<file path="src/rtl/seq_pattern_gen_if.sv">
// Control and serial-stream signals of the pattern generator.
// The master drives requests; the slave (the generator) drives the stream.
interface seq_pattern_gen_if #(
    parameter int PAT_W = 4,
    parameter int CNT_W = 4
);
    logic             start;
    logic             abort;
    logic [PAT_W-1:0] pattern;
    logic [CNT_W-1:0] repeat_n;
    logic             x;
    logic             valid;
    logic             busy;
    logic             done;

    modport master (
        output start, abort, pattern, repeat_n,
        input  x, valid, busy, done
    );

    modport slave (
        input  start, abort, pattern, repeat_n,
        output x, valid, busy, done
    );
endinterface

</file>
<file path="src/rtl/seq_pattern_gen.sv">
// Serial pattern generator: emits a latched pattern MSB first, repeat_n times,
// with GAP_CYC idle cycles between repetitions and a one-cycle done pulse.
module seq_pattern_gen #(
    parameter int PAT_W   = 4,
    parameter int CNT_W   = 4,
    parameter int GAP_CYC = 1
) (
    input  logic           clk,
    input  logic           rst_n,
    seq_pattern_gen_if.slave bus
);
    localparam int IDX_W = $clog2(PAT_W);
    localparam logic [IDX_W-1:0] LAST_IDX = IDX_W'(PAT_W - 1);
    localparam logic [3:0]       GAP_LOAD = (GAP_CYC > 0) ? 4'(GAP_CYC - 1) : 4'd0;

    typedef enum logic [1:0] {IDLE, SHIFT, GAP, DONE} state_t;

    state_t           r_state;
    logic [PAT_W-1:0] r_pattern;
    logic [PAT_W-1:0] r_shift;
    logic [CNT_W-1:0] r_rep_cnt;
    logic [IDX_W-1:0] r_bit_idx;
    logic [3:0]       r_gap_cnt;
    logic             r_x;
    logic             r_valid;
    logic             r_busy;
    logic             r_done;

    // Outputs default to the quiet level each cycle; states override them.
    always_ff @(posedge clk or negedge rst_n) begin
        if (!rst_n) begin
            r_state   <= IDLE;
            r_pattern <= '0;
            r_shift   <= '0;
            r_rep_cnt <= '0;
            r_bit_idx <= '0;
            r_gap_cnt <= '0;
            r_x       <= 1'b0;
            r_valid   <= 1'b0;
            r_busy    <= 1'b0;
            r_done    <= 1'b0;
        end else begin
            r_x     <= 1'b0;
            r_valid <= 1'b0;
            r_busy  <= 1'b0;
            r_done  <= 1'b0;
            case (r_state)
                IDLE: begin
                    if (bus.start && !bus.abort) begin
                        if (bus.repeat_n != '0) begin
                            r_pattern <= bus.pattern;
                            r_rep_cnt <= bus.repeat_n;
                            r_shift   <= {bus.pattern[PAT_W-2:0], 1'b0};
                            r_bit_idx <= '0;
                            r_x       <= bus.pattern[PAT_W-1];
                            r_valid   <= 1'b1;
                            r_busy    <= 1'b1;
                            r_state   <= SHIFT;
                        end else begin
                            r_done  <= 1'b1;
                            r_state <= DONE;
                        end
                    end
                end
                SHIFT: begin
                    if (bus.abort) begin
                        r_state <= IDLE;
                    end else if (r_bit_idx == LAST_IDX) begin
                        // r_rep_cnt counts repetitions still owed, including this one.
                        if (r_rep_cnt <= CNT_W'(1)) begin
                            r_rep_cnt <= '0;
                            r_done    <= 1'b1;
                            r_state   <= DONE;
                        end else begin
                            r_rep_cnt <= r_rep_cnt - CNT_W'(1);
                            if (GAP_CYC == 0) begin
                                r_shift   <= {r_pattern[PAT_W-2:0], 1'b0};
                                r_bit_idx <= '0;
                                r_x       <= r_pattern[PAT_W-1];
                                r_valid   <= 1'b1;
                                r_busy    <= 1'b1;
                            end else begin
                                r_gap_cnt <= GAP_LOAD;
                                r_busy    <= 1'b1;
                                r_state   <= GAP;
                            end
                        end
                    end else begin
                        r_bit_idx <= r_bit_idx + IDX_W'(1);
                        r_x       <= r_shift[PAT_W-1];
                        r_shift   <= {r_shift[PAT_W-2:0], 1'b0};
                        r_valid   <= 1'b1;
                        r_busy    <= 1'b1;
                    end
                end
                GAP: begin
                    if (bus.abort) begin
                        r_state <= IDLE;
                    end else if (r_gap_cnt == 4'd0) begin
                        r_shift   <= {r_pattern[PAT_W-2:0], 1'b0};
                        r_bit_idx <= '0;
                        r_x       <= r_pattern[PAT_W-1];
                        r_valid   <= 1'b1;
                        r_busy    <= 1'b1;
                        r_state   <= SHIFT;
                    end else begin
                        r_gap_cnt <= r_gap_cnt - 4'd1;
                        r_busy    <= 1'b1;
                    end
                end
                DONE: begin
                    r_state <= IDLE;
                end
                default: begin
                    r_state <= IDLE;
                end
            endcase
        end
    end

    assign bus.x     = r_x;
    assign bus.valid = r_valid;
    assign bus.busy  = r_busy;
    assign bus.done  = r_done;
endmodule

</file>
<file path="src/flat_wrapper.sv">
// flat-port wrapper written by rule: the top's interface ports become plain ports
module seq_pattern_gen_flat 
#(
    parameter int PAT_W   = 4,
    parameter int CNT_W   = 4,
    parameter int GAP_CYC = 1
)
  (clk, rst_n, bus_start, bus_abort, bus_pattern, bus_repeat_n, bus_x, bus_valid, bus_busy, bus_done);
  seq_pattern_gen_if #(.PAT_W(PAT_W), .CNT_W(CNT_W)) bus_i ();
  input  logic clk;
  input  logic rst_n;
  input wire logic [$bits(bus_i.start)-1:0] bus_start;
  input wire logic [$bits(bus_i.abort)-1:0] bus_abort;
  input wire logic [$bits(bus_i.pattern)-1:0] bus_pattern;
  input wire logic [$bits(bus_i.repeat_n)-1:0] bus_repeat_n;
  output wire logic [$bits(bus_i.x)-1:0] bus_x;
  output wire logic [$bits(bus_i.valid)-1:0] bus_valid;
  output wire logic [$bits(bus_i.busy)-1:0] bus_busy;
  output wire logic [$bits(bus_i.done)-1:0] bus_done;
  assign bus_i.start = bus_start;
  assign bus_i.abort = bus_abort;
  assign bus_i.pattern = bus_pattern;
  assign bus_i.repeat_n = bus_repeat_n;
  assign bus_x = bus_i.x;
  assign bus_valid = bus_i.valid;
  assign bus_busy = bus_i.busy;
  assign bus_done = bus_i.done;
  seq_pattern_gen #(.PAT_W(PAT_W), .CNT_W(CNT_W), .GAP_CYC(GAP_CYC)) u_core (.clk(clk), .rst_n(rst_n), .bus(bus_i));
endmodule
</file>
<file path="config.mk">
export PLATFORM = sky130hd
export DESIGN_NAME = seq_pattern_gen_flat
export DESIGN_NICKNAME = d
export VERILOG_FILES = /design/src/rtl/seq_pattern_gen_if.sv /design/src/rtl/seq_pattern_gen.sv /design/src/flat_wrapper.sv
export SDC_FILE = /design/constraint.sdc
export NUM_CORES = 1
export LEC_CHECK = 0
export ABC_AREA = 1
export CAP_MARGIN = 0
export CORE_MARGIN = 3
export CORE_UTILIZATION = 35
export CTS_BUF_LIST = sky130_fd_sc_hd__clkbuf_8
export DETAILED_ROUTE_END_ITERATION = 8
export PLACE_DENSITY = 0.5
export SYNTH_ARGS = -nofsm -noshare
export SYNTH_HDL_FRONTEND = slang
export SYNTH_SLANG_ARGS = --single-unit
</file>
<file path="constraint.sdc">
create_clock -name clk -period 2.3 [get_ports clk]
set_clock_uncertainty 0.2 [all_clocks]
set_input_delay 0.23 -clock clk [delete_from_list [all_inputs] [get_ports clk]]
set_output_delay 0.23 -clock clk [all_outputs]
set_load 0.01 [all_outputs]
</file>
### Word-level counts from Yosys, hierarchy flattened

Index checks and enable logic that the tools add are counted.

| cells by class | value |
|---|---|
| reduce and logical (&&, ||, !) cells | 13 |
| equality and inequality tests | 15 |
| magnitude comparators | 1 |
| $add $sub $neg | 3 |
| mux-type cells | 59 |

Operators with widths:

| kind | number |
|---|---|
| 2-to-1 mux 4 bit | 16 |
| 2-to-1 mux 2 bit | 12 |
| 2-to-1 mux 1 bit | 22 |
| one-hot mux 4 bit (2 select lines) | 2 |
| one-hot mux 4 bit (3 select lines) | 1 |
| != test 2 bit, second input constant | 5 |
| one-hot mux 1 bit (3 select lines) | 3 |
| != test 2 x 1 -> 1 bit, second input constant | 4 |
| one-hot mux 2 bit (4 select lines) | 1 |
| subtractor 4 x 1 -> 4 bit, second input constant | 2 |
| AND reduction 7 bit | 1 |
| equality test 2 bit, second input constant | 3 |
| != test 3 x 2 -> 1 bit, second input constant | 2 |
| one-hot mux 2 bit (3 select lines) | 1 |
| AND reduction 3 bit | 2 |
| AND reduction 6 bit | 1 |
| AND reduction 5 bit | 1 |
| less-or-equal comparator 4 x 1 -> 1 bit, second input constant | 1 |
| zero test 4 bit | 1 |
| nonzero test 2 bit | 2 |
| nonzero test 4 bit | 1 |
| nonzero test 3 bit | 1 |
| adder 2 x 1 -> 2 bit, second input constant | 1 |
| equality test 2 x 1 -> 1 bit, second input constant | 1 |
| other kinds (4) | 4 |

| storage, ports and cells | value |
|---|---|
| logic and storage cells | 101 |
| input port bits | 12 |
| flip-flop bits (word level) | 24 |
| output and inout port bits | 4 |

### Depth between registers and ports, before layout

| depth | value |
|---|---|
| depth in word-level cells | 5 |
| depth in mapped cells | 11 |
| depth with buffers taken out | 11 |

### Worst setup path before layout

OpenSTA, ideal clock, no wires.

| timing | value |
|---|---|
| path kind | register to register |
| start point | reg u_core.r_state[0] |
| end point | reg u_core.r_state[0] |
| cell stages (with the launch flop) | 10 |
| clock period less this slack | 1.550 ns |
| arrival | 1.231 ns |
| library setup time | 0.119 ns |
| data required time | 1.981 ns |
| slack | 0.750 ns |
| path buffers | 1 |
| cells stage by stage | dfrtp_1 > inv_1 > ha_1 > buf_4 > inv_2 > nor2_1 > nand2_1 > nand3_2 > nand2_1 > o21a_1 |

| on the way | value |
|---|---|
| longest elaborated chain between the ends | 3 |
| elaborated cells on any way between the ends | 9 |
| those cells by class | eq/ne: 6; mux: 1; reduce/logical: 2 |

Ends and longest elaborated chain:

| item | RTL line | RTL |
|---|---|---|
| start, declared | seq_pattern_gen.sv:18 | `state_t r_state;` |
| start signal, assigned | seq_pattern_gen.sv:32 | `r_state <= IDLE;` |
| start signal, assigned | seq_pattern_gen.sv:58 | `r_state <= SHIFT;` |
| start signal, assigned | seq_pattern_gen.sv:61 | `r_state <= DONE;` |
| equality test 2 bit, or another cell as far along | seq_pattern_gen.sv:47 | `case (r_state)` |
| != test 3 x 2 -> 1 bit (no line) / != test 2 x 1 -> 1 bit (equally long branches) | n/a |  |
| AND reduction 3 bit (no line) | n/a |  |

Several ways; a longest one is shown, not always the timed one.
A chain may end at the register's enable or synchronous reset.

### Worst setup path after layout

| timing | value |
|---|---|
| start point | reg u_core.r_state[1] |
| end point | reg u_core.r_state[1] |

The elaborated chain is that of the path after synthesis.

==> out/metrics.cfg <==
[synthesis]
synth_cell_types=26
netlist.area_leader.share_pct=37.7
yosysTopAreaCell=dfrtp_1
syn_area_per_cell_um2=7.45
ys_ff_latch=23
synthTopCellsByArea=dfrtp_1 38%, nand2_1 14%, ha_1 7.4%
ys_seq_area_share_pct=37.7
postSynthCellCount=205
synth.cell_area_um2=1530
yosysWarningCount=0
syn_nets=226

[drt]
antenna_left=0
vias_per_cell=4.69
post_drt_wl_per_cell_um=11.7
routed_wl_um=3200
firstDrtPassIters=4
initialDrtViolationCount=62
dr_total_vias=1277
drc=0

[final_layout]
finalNetCount=244
syn_to_final_growth_pct=16.0
layoutNonFillerInstCount=272
final_cell_mix=57 x nand2_1, 28 x inv_1, 23 x dfrtp_1
diodes=0
drive_gt1_share_pct=12.2
multi_input_area_um2=805
fillers=423
ff_latch_area_um2=576
layout_commonest_cell=nand2_1

[place]
dp_cells=268
gp_congestion=0.874
place_ws_ns=0.312
dp.final_hpwl_um=2510
io_buffers=15

[critical_path]
crit_path_end_kind=flip-flop
r2r_slack_ns=0.29
critPathMaxFanout=11
cp.required_ns=2.31
cp-endpoint=u_core.r_state[1]
worstSetupPathType=reg2reg
rr_startpoint=u_core.r_state[1]
reg2reg_depth=7
r2r_end=u_core.r_state[1]
cp.arrival_ns=2.02
start_kind=flip-flop
cp-startpoint=u_core.r_state[1]

[hold_path]
hold_class=in2async

[floorplan]
fp.dieW_um=72.0
die_area_um2=5190
rows=23
chipHeight_um=72.0
core-area_um2=4120
start_util_pct=37.1
io_pins=16

[flow_run]
cap_violations=0

[sta]
setup_viol=0
whs_ns=0.117
hold_viol=0
worstMarginPinSlew_ns=0.427
fmax_ghz=0.497
layout_setup_ws_ns=0.286
fin_crit_ns=2.01
slew_violations=0
rsz0062_at_grt=false
slew_headroom_pct=71.5
fin_setup_tns_ns=0
fin_crit_sh_pct=87.6

[clock_tree]
cts.path.max_buffers=2
cts_htree_levels=1
ctsResizeCount=0
cts.clk_slew.worst_paths_ns=0.09
holdBufCountCts=0
cts_setup_buffers=0
cts_tree=yes
insertion_delay_ns=0.27
cts_sinks=23
clockRootBuffer=clkbuf_8
numCtsBuffers=3

[outcome]
status=finished, final reports clean

[grt]
grt_max_degree=24
grt_first_pass_wirelength_um=5420
grt.overflow.total=0
grt_usage_pct=13.2
grt_pass1_vias=1226
antenna_found_initial=0

[pwr]
power_uw=2240
p_per_area_nw_per_um2=1260
leakagePower_uw=0.000913
vdd_ir_drop_max_v=0.000504

state kept, by name, indices dropped and copies added (netlist names):
name and cells:
u_core.bus.busy 1, u_core.r_state 2, u_core.bus.valid 1, u_core.r_rep_cnt 4, u_core.bus.done 1, u_core.r_pattern 4
u_core.r_gap_cnt 4, u_core.bus.x 1, u_core.r_bit_idx 2, u_core.r_shift 3
where the power goes:
part | internal [µW] | leakage (µW) | switching, µW | total (µW)
logic | 498 | 0.000592 | 806 | 1300
clock network | 121 | 0.0000255 | 138 | 259
registers | 566 | 0.000295 | 110 | 676
total | 1190 | 0.000913 | 1050 | 2240
cells in the mapped netlist:
master / n
nand2_4: 2
nand4_1: 1
dfrtp_1: 23
xnor2_1: 2
o21bai_1: 6
o21a_1: 2
nand2_2: 6
o22ai_1: 1
o21ai_1: 3
inv_1: 28
nand3_1: 18
nor2_4: 1
o211ai_1: 2
nor2_1: 15
nor3_1: 1
buf_4: 1
nand2_1: 57
ha_1: 9
buf_6: 1
inv_2: 5
a21oi_4: 1
buf_1: 1
nor2_2: 3
nand3_2: 4
a21oi_1: 4
o21ai_0: 8
final cells by class:
class	instances	area share [%]
well taps	50	3.53
inverters	33	7.00
multi-input cells	146	45.4
clock inverters	1	0.283
clock buffers	3	2.33
repair buffers	16	8.90
flip-flops and latches	23	32.5
how the worst min path moves through the flow:
stage | from | end | slack [ns] | cells after the start
6_report | rst_n | u_core.r_rep_cnt[0] | 0.12 | 2
2_1_floorplan | rst_n | u_core.bus.busy | -0.27 | 0
3_5_place_dp | u_core.r_pattern[3] | u_core.r_pattern[3] | 0.26 | 2
5_1_grt | rst_n | u_core.r_rep_cnt[0] | 0.14 | 2
4_1_cts | rst_n | u_core.r_rep_cnt[0] | 0.13 | 2
3_3_place_gp | u_core.r_pattern[3] | u_core.r_pattern[3] | 0.26 | 2
worst max-delay path, cell delays in order, from the launching register on:
cell and delay [ns]:
dfrtp_1 0.41, inv_1 0.11, ha_1 0.43, inv_2 0.14, nor2_1 0.23, inv_1 0.11, o21ai_0 0.20, o21a_1 0.14
metal layers:
layer	vias up	routed length (µm)	global-route usage (%)
met2	28	1410	21.1
li1	676	-	-
met1	571	1610	18.0
met3	2	158	3.19
met4	0	19	2.92
met5	-	0	0
per-stage QoR:
stage	instance area, µm²	utilization (%)
CTS	1770	43.0
global placement	1720	41.9
global route	1770	43.0
finish	1770	43.0
detailed placement	1720	41.9
floorplan	1530	-
cell families after synthesis:
group           synth area share [%]
flops                           37.7
fa+ha+maj                       7.38
buf+inv                         9.59
xor+xnor                        1.15
simple gates                    32.9
compound gates                  11.3
No activity file was read; power rests on OpenSTA's default activity.
